File: src/rtl/mmcm_drp_reconfig.sv
// mmcm_drp_reconfig: holds the MMCM in reset, read-modify-writes the four
// CLKOUT0/CLKOUT1 divide registers over DRP, releases reset and waits for lock.
// The clk input also drives the MMCM DCLK.
// Optional feature macro: MMCM_DRP_AUTOSTART_EN (self-start with config 0 after reset).
module mmcm_drp_reconfig #(
    parameter int unsigned CFG0_DIV0    = 20,
    parameter int unsigned CFG0_DIV1    = 12,
    parameter int unsigned CFG1_DIV0    = 10,
    parameter int unsigned CFG1_DIV1    = 15,
    parameter int unsigned DRDY_TIMEOUT = 64,
    parameter int unsigned LOCK_TIMEOUT = 65536
) (
    input  logic        clk,
    input  logic        rst,
    input  logic        start,
    input  logic        cfg_sel,
    output logic        busy,
    output logic        done,
    output logic        err,
    output logic [6:0]  daddr,
    output logic [15:0] di,
    output logic        den,
    output logic        dwe,
    input  logic [15:0] do_in,
    input  logic        drdy,
    output logic        mmcm_rst,
    input  logic        locked
);

    localparam int unsigned TMAX = (DRDY_TIMEOUT > LOCK_TIMEOUT) ? DRDY_TIMEOUT : LOCK_TIMEOUT;
    localparam int unsigned TW   = $clog2(TMAX + 1);

    typedef enum logic [3:0] {
        S_IDLE,
        S_ASSERT,
        S_RD,
        S_RD_WAIT,
        S_WR,
        S_WR_WAIT,
        S_RELEASE,
        S_LOCK_WAIT
    } state_t;

    // ClkReg1 image: high time in [11:6], low time in [5:0], phase mux bits zero
    function automatic logic [15:0] reg1_data(input logic [6:0] d);
        logic [6:0] hi;
        logic [6:0] lo;
        hi = d >> 1;
        lo = d - hi;
        return {3'b000, 1'b0, hi[5:0], lo[5:0]};
    endfunction

    // ClkReg2 image: edge bit set for odd divides, no_count cleared
    function automatic logic [15:0] reg2_data(input logic [6:0] d);
        return {8'h00, d[0], 1'b0, 6'b000000};
    endfunction

    localparam logic [6:0] C0_D0 = 7'(CFG0_DIV0);
    localparam logic [6:0] C0_D1 = 7'(CFG0_DIV1);
    localparam logic [6:0] C1_D0 = 7'(CFG1_DIV0);
    localparam logic [6:0] C1_D1 = 7'(CFG1_DIV1);

    state_t        state;
    state_t        state_next;
    logic          cfg_q;
    logic [1:0]    idx;
    logic [1:0]    idx_next;
    logic [TW-1:0] timer;
    logic          locked_m;
    logic          locked_s;
    logic          go;
    logic          go_sel;
    logic          drdy_hit;
    logic          lock_hit;
    logic          timeout_exit;

    logic [6:0]    tbl_addr;
    logic [15:0]   tbl_mask;
    logic [15:0]   tbl_data;
    logic [6:0]    div0_sel;
    logic [6:0]    div1_sel;

    logic          busy_d;
    logic          done_d;
    logic          err_d;
    logic [6:0]    daddr_d;
    logic [15:0]   di_d;
    logic          den_d;
    logic          dwe_d;
    logic          mmcm_rst_d;

`ifdef MMCM_DRP_AUTOSTART_EN
    logic auto_pend;

    // One-shot request in the first cycle after reset; overrides any start pulse
    always_ff @(posedge clk) begin
        if (rst) auto_pend <= 1'b1;
        else     auto_pend <= 1'b0;
    end

    assign go     = auto_pend | start;
    assign go_sel = auto_pend ? 1'b0 : cfg_sel;
`else
    assign go     = start;
    assign go_sel = cfg_sel;
`endif

    assign drdy_hit = (timer == TW'(DRDY_TIMEOUT));
    assign lock_hit = (timer == TW'(LOCK_TIMEOUT));

    // Register table lookup for the entry about to be accessed
    always_comb begin
        div0_sel = cfg_q ? C1_D0 : C0_D0;
        div1_sel = cfg_q ? C1_D1 : C0_D1;
        tbl_addr = 7'h08;
        tbl_mask = 16'h1000;
        tbl_data = reg1_data(div0_sel);
        case (idx_next)
            2'd0: begin
                tbl_addr = 7'h08;
                tbl_mask = 16'h1000;
                tbl_data = reg1_data(div0_sel);
            end
            2'd1: begin
                tbl_addr = 7'h09;
                tbl_mask = 16'hFF00;
                tbl_data = reg2_data(div0_sel);
            end
            2'd2: begin
                tbl_addr = 7'h0A;
                tbl_mask = 16'h1000;
                tbl_data = reg1_data(div1_sel);
            end
            default: begin
                tbl_addr = 7'h0B;
                tbl_mask = 16'hFF00;
                tbl_data = reg2_data(div1_sel);
            end
        endcase
    end

    // State register
    always_ff @(posedge clk) begin
        if (rst) state <= S_IDLE;
        else     state <= state_next;
    end

    // Next-state and register-index logic; drdy on the timeout cycle wins
    always_comb begin
        state_next   = state;
        idx_next     = idx;
        timeout_exit = 1'b0;
        case (state)
            S_IDLE: begin
                if (go) begin
                    state_next = S_ASSERT;
                    idx_next   = 2'd0;
                end
            end
            S_ASSERT: state_next = S_RD;
            S_RD:     state_next = S_RD_WAIT;
            S_RD_WAIT: begin
                if (drdy) begin
                    state_next = S_WR;
                end else if (drdy_hit) begin
                    state_next   = S_IDLE;
                    timeout_exit = 1'b1;
                end
            end
            S_WR: state_next = S_WR_WAIT;
            S_WR_WAIT: begin
                if (drdy) begin
                    if (idx == 2'd3) begin
                        state_next = S_RELEASE;
                    end else begin
                        state_next = S_RD;
                        idx_next   = idx + 2'd1;
                    end
                end else if (drdy_hit) begin
                    state_next   = S_IDLE;
                    timeout_exit = 1'b1;
                end
            end
            S_RELEASE: state_next = S_LOCK_WAIT;
            S_LOCK_WAIT: begin
                if (locked_s) begin
                    state_next = S_IDLE;
                end else if (lock_hit) begin
                    state_next   = S_IDLE;
                    timeout_exit = 1'b1;
                end
            end
            default: state_next = S_IDLE;
        endcase
    end

    // Output decode: next-cycle values of the registered outputs
    always_comb begin
        busy_d     = (state_next != S_IDLE);
        done_d     = (state == S_LOCK_WAIT) && locked_s;
        err_d      = err;
        daddr_d    = daddr;
        di_d       = di;
        den_d      = (state_next == S_RD) || (state_next == S_WR);
        dwe_d      = (state_next == S_WR);
        mmcm_rst_d = (state_next == S_ASSERT) || (state_next == S_RD) ||
                     (state_next == S_RD_WAIT) || (state_next == S_WR) ||
                     (state_next == S_WR_WAIT);
        if ((state == S_IDLE) && go) err_d = 1'b0;
        if (timeout_exit)            err_d = 1'b1;
        if (state_next == S_RD)      daddr_d = tbl_addr;
        if ((state == S_RD_WAIT) && drdy) di_d = (do_in & tbl_mask) | tbl_data;
    end

    // Registered outputs
    always_ff @(posedge clk) begin
        if (rst) begin
            busy     <= 1'b0;
            done     <= 1'b0;
            err      <= 1'b0;
            daddr    <= 7'h00;
            di       <= 16'h0000;
            den      <= 1'b0;
            dwe      <= 1'b0;
            mmcm_rst <= 1'b0;
        end else begin
            busy     <= busy_d;
            done     <= done_d;
            err      <= err_d;
            daddr    <= daddr_d;
            di       <= di_d;
            den      <= den_d;
            dwe      <= dwe_d;
            mmcm_rst <= mmcm_rst_d;
        end
    end

    // Config capture, entry index and per-wait timer (reloads on every state change)
    always_ff @(posedge clk) begin
        if (rst) begin
            cfg_q <= 1'b0;
            idx   <= 2'd0;
            timer <= '0;
        end else begin
            if ((state == S_IDLE) && go) cfg_q <= go_sel;
            idx <= idx_next;
            if (state_next != state) timer <= TW'(1);
            else                     timer <= timer + TW'(1);
        end
    end

    // Two-flop synchroniser for the asynchronous LOCKED input
    always_ff @(posedge clk) begin
        if (rst) begin
            locked_m <= 1'b0;
            locked_s <= 1'b0;
        end else begin
            locked_m <= locked;
            locked_s <= locked_m;
        end
    end

endmodule
File: config.mk
export PLATFORM = sky130hd
export DESIGN_NAME = mmcm_drp_reconfig
export DESIGN_NICKNAME = d
export VERILOG_FILES = /design/src/rtl/mmcm_drp_reconfig.sv
export SDC_FILE = /design/constraint.sdc
export NUM_CORES = 1
export LEC_CHECK = 0
export BUFFER_PORTS_ARGS = -buffer_cell sky130_fd_sc_hd__buf_2
export CAP_MARGIN = 25
export CORE_ASPECT_RATIO = 0.7
export CORE_MARGIN = 2
export CORE_UTILIZATION = 47
export CTS_CLUSTER_SIZE = 28
export DETAILED_ROUTE_END_ITERATION = 16
export PLACE_DENSITY = 0.71
export SETUP_SLACK_MARGIN = 0.5
export SLEW_MARGIN = 5
export SYNTH_ARGS = -nofsm -noshare
export SYNTH_HDL_FRONTEND = slang
export SYNTH_SLANG_ARGS = --single-unit
File: constraint.sdc
create_clock -name clk -period 2.7 [get_ports clk]
set_input_delay 0.54 -clock clk [delete_from_list [all_inputs] [get_ports clk]]
set_output_delay 0.54 -clock clk [all_outputs]
set_load 0.005 [all_outputs]
* Word-level counts from Yosys, hierarchy flattened
Cells that the tools add are included.
** Storage, ports and cells
- Register bits :: 55
- Bits in latches :: 0
- Bits in writable memories :: 0
- Bits in read-only memories :: 0
- Bits of input ports :: 22
- Memories :: 0
** Cells by class
- Add/subtract/negate cells :: 4
- Multiply operators :: 0
- Div/mod/pow operators :: 0
- Order comparisons :: 0
- Equal/unequal tests :: 18
- Shift operators :: 0
- Muxes and demuxes :: 25
- Bitwise operators :: 2
- Reductions and logical operators :: 15
** Operators by type and width (number)
- $pmux 4 s8 :: 1
- $pmux 10 s3 :: 1
- $eq 4x3->1 const B :: 6
- $mux 4 :: 6
- $add 17x1->17 const B :: 1
- $eq 17x17->1 const B :: 1
- $eq 17x7->1 const B :: 1
- $and 16x16->16 :: 1
- $eq 4x2->1 const B :: 4
- $mux 16 :: 1
- $or 16x16->16 :: 1
- $eq 4x1->1 const B :: 2
- $mux 2 :: 4
- $mux 1 :: 7
- $pmux 2 s3 :: 1
- $reduce_or 2->1 :: 3
- $sub 5x4->6 :: 1
- $logic_or 1x1->1 :: 5
- $mux 5 :: 1
- $sub 4x3->5 :: 1
- $eq 2x2->1 const B :: 2
- $logic_not 4->1 :: 1
- $ne 4x4->1 :: 1
- $pmux 2 s2 :: 1
- 8 further kinds :: 10

* Longest topological paths before layout
- Depth in word-level cells :: 9
- Depth in mapped cells :: 8
- Depth with buffers taken out :: 7

* Least setup slack after synthesis
Ideal clock, no wire load.
- Path type :: input-to-reg
- Start point :: in drdy
- End point :: reg daddr[0]
- Arrival :: 1.878 ns
- Required time :: 2.577 ns
- Slack :: 0.699 ns
- Stages on the path :: 7
- Path buffers :: 2
- Cells stage by stage :: clkbuf_1 nand3b_1 nor4b_1 or3_1 buf_2 nor2_1 mux2_1
** Between the ends
- Longest elaborated chain between the ends :: 4
** RTL lines
- start, declared :: line 25 : input logic drdy,
- $mux 2 :: line 172 : if (drdy) begin
- $pmux 2 s2 :: line 153 : case (state)
- $eq 2x2->1 (tied with other cells)
- $pmux 2 s3 :: line 118 : case (idx_next)
- end signal, assigned :: line 230 : daddr <= daddr_d;
- end, declared :: line 20 : output logic [6:0] daddr,
Parallel ways exist; a longest one is shown, timed or not.
A chain may end at the register's enable or synchronous reset.

* Worst setup path after layout
- Start point :: reg timer[0]
- End point :: reg daddr[0]
** Between the ends
- Longest elaborated chain between the ends :: 5
** RTL lines
- start, declared :: line 68 : logic [TW-1:0] timer;
- start signal, assigned :: line 248 : else timer <= timer + TW'(1);
- $eq 17x17->1 / $eq 17x7->1 (equally long branches) :: line 109, 108
- $mux 4 (on tied branches) :: line 188, 165, 179
- $mux 4 (on tied branches) :: line 186, 163, 172
- $pmux 4 s8 * :: line 153
- $eq 4x2->1 * :: line 211 : if (state_next == S_RD) daddr_d = tbl_addr;
Every way passes the cells marked *; elsewhere a longest branch is shown, timed or not.

==> flow_summary.json <==
{
  "drt_wl_total_mm": 4.47,
  "port_buffers": 36,
  "worstPathMaxFanout": 5,
  "wl_per_cell_um": 12.0,
  "r2r_start": "timer[0]$_SDFF_PP0_",
  "syn_to_final_growth_pct": 14.8,
  "drc_errors": 0,
  "period_minus_slack_ps": 2060,
  "layout_commonest_cell": "dfxtp_1",
  "synth_edf_count": 0,
  "cts_buffers": 5,
  "max_freq_ghz": 0.485,
  "place_congestion": 0.800,
  "fp.dieArea_mm2": 0.00553,
  "cts.htree.levels": 2,
  "final.setup.worst_slack_ps": 637,
  "die_x_um": 88.0,
  "power_leakage_nw": 1.02,
  "die_h_um": 62.8,
  "dpl-instance-area_mm2": 0.00251,
  "fin_cells": 372,
  "status": "finished, final reports clean",
  "grt_max_degree": 24,
  "vias_per_cell": 5.08,
  "setup_viol_count_final": 0,
  "initial_core_util_pct": 48.8,
  "pre_cts_ws_ps": 499,
  "post-route-util_pct": 56.1,
  "ant_nets": 0,
  "cts_sinks": 49,
  "slew_headroom_pct": 65.7,
  "crit_required_ps": 2890,
  "cts_tree": "yes",
  "finalCritPeriodShare_pct": 76.4,
  "power_per_cell_area_mw_per_mm2": 478,
  "crit_family": "simple AND/OR/NAND/NOR gates",
  "final_max_slew_viol_count": 0,
  "final_nets": 326,
  "final_cell_mix": "dfxtp_1, buf_2, nor2_1",
  "holdCritStartpoint": "locked_m$_SDFF_PP0_",
  "n_antenna_cell": 0,
  "synth_area_mm2": 0.00232,
  "vias": 1891,
  "place_hpwl_mm": 3.16,
  "synth_ff_type": "dfxtp_1",
  "drt_iter0_drc": 143,
  "clk_pin_slew_ps": 80,
  "critPathKind": "flip-flop to flip-flop",
  "r2r_slack_ps": 640,
  "async_flop_share_pct": 0,
  "design.core.area_mm2": 0.00476,
  "max_stage_delay_ps": 430,
  "hold_path.class": "flip-flop to flip-flop",
  "clock_latency_ps": 300,
  "critical_path.startpoint": "timer[0]$_SDFF_PP0_",
  "postSynthCellCount": 266,
  "ys_ff_latch": 49,
  "io_pins": 51,
  "seq_area_frac_synth_pct": 42.2,
  "cts_buffer_depth": 2,
  "track_usage_pct": 17.9,
  "antenna_found_initial": 0,
  "grt_pass1_vias": 1681,
  "worst_pin_slew_ps": 510,
  "rsz0062_at_grt": "false",
  "final_cell_area_mm2": 0.00267,
  "overflow": 0,
  "critPathArrivalTime_ps": 2250,
  "endpoint_kind": "flip-flop",
  "slowest_stage": "a221oi_4",
  "path_buf_inv": 1,
  "finalHoldViolCount": 0,
  "syn_avg_cell_area_um2": 8.73,
  "finalSetupTns_ps": 0,
  "drive_gt1_share_pct": 21.1,
  "hold_buffers": 0,
  "placed_cells_incl_taps": 360,
  "yosys_warnings": 0,
  "fin_skew_ps": 2.19,
  "rows": 21,
  "ir_drop_mv": 0.378,
  "synthDistinctLibCells": 51,
  "root_buffer": "clkbuf_8",
  "drt_pass1_iterations": 4,
  "max_cap_violations": 0,
  "start_kind": "flip-flop",
  "worstPathCellList": "inv_1, ha_1, nor4bb_2, nand4_2, a221oi_4, nand3_2, mux2_1",
  "grt_first_pass_wirelength_mm": 7.75
}
-- state kept, by name, summed over array words and instances (netlist names) --
register and flops:
mmcm_rst 1, err 1, timer 17, state 4
busy 1, locked_m 1, daddr 3, cfg_q 1
den 1, locked_s 1, dwe 1, di 14
done 1, idx 2
-- kinds of logic (layout without fill, tap and decap cells) --
| family | Yosys count | count (layout) | share of synthesized area, % |
|---|---|---|---|
| other | 1 | 7 | 0.161 |
| XOR/XNOR | 16 | 16 | 6.03 |
| adder cells (fa/ha/maj) | 2 | 2 | 1.08 |
| flip-flops | 49 | 49 | 42.2 |
| AND/OR/NAND/NOR | 122 | 122 | 29.7 |
| AO/OA/AOI/OAI | 46 | 46 | 13.4 |
| multiplexers | 3 | 3 | 1.40 |
| buffers and inverters | 27 | 58 | 5.98 |
-- Yosys cell counts, types with 2 or more instances --
cell type  number  share of area [%]
o21ai_0        12                2.6
nand4_2         2                1.1
and4_1          2               0.75
or3_1           2               0.54
nor2_1         32                5.2
ha_1            2                1.1
nor4b_1         2               0.75
o31a_1          3                1.1
nor4_4          3                2.7
buf_2           3               0.65
xnor2_1         7                2.6
a31oi_1         5                1.3
inv_1           9                1.5
nand2_1        29                4.7
buf_4           7                2.3
nand3b_1        2               0.65
nand4_1         8                2.2
clkbuf_1        6               0.97
nand2b_1        4                1.1
a21oi_1        12                2.6
mux2_1          2               0.97
nand3_1         6                1.3
nor2b_1         9                2.4
a41oi_1         2               0.75
nor3_1          4               0.86
dfxtp_1        49                 42
and2_1          7                1.9
nor4bb_1        2               0.86
o21bai_1        2               0.65
or2_2           2               0.54
xor2_1          9                3.4
-- worst paths after layout --
check / endpoint / depth (start not counted)
setup / recovery: daddr[0]$_SDFFE_PP0P_ / 7
hold / removal: locked_s$_SDFF_PP0_ / 1
setup reg to reg: daddr[0]$_SDFFE_PP0P_ / 7
hold reg to reg: locked_s$_SDFF_PP0_ / 1
-- timing repair --
action,CTS,global route
pin swaps,1,3
buffers inserted,2,2
endpoints found under the setup margin,2,20
gates cloned,0,0
resized for setup,0,3
-- through the flow --
step | hold slack (ps) | total power, mW
floorplan | 414 | 0.806
global placement | 420 | 0.820
detailed placement | 423 | 0.821
CTS | 435 | 1.29
global route | 451 | 1.33
finish | 441 | 1.27
-- layer usage --
metal	routed length (um)	global-route usage (%)	share of wire, %
met4	85	7.39	1.9
met3	307	4.36	6.9
met2	1770	24.7	40
met5	0	0	0
met1	2300	26.4	51
-- area by class of cell --
cell class	instances	area, um^2
clock buffers	7	96.3
repair buffers	41	218
well taps	69	86.3
multi-input cells	196	1250
fillers	429	2090
inverters	9	33.8
clock inverters	1	5.00
flip-flops and latches	49	981
-- power by group --
| group | switching (mW) | total [mW] | leakage (nW) | internal (mW) |
|---|---|---|---|---|
| clock | 0.234 | 0.466 | 0.0542 | 0.232 |
| sequential | 0.00819 | 0.739 | 0.397 | 0.731 |
| combinational | 0.0403 | 0.0696 | 0.566 | 0.0292 |
| total | 0.283 | 1.27 | 1.02 | 0.992 |
Note: power is estimated with default switching activity, not from simulation.
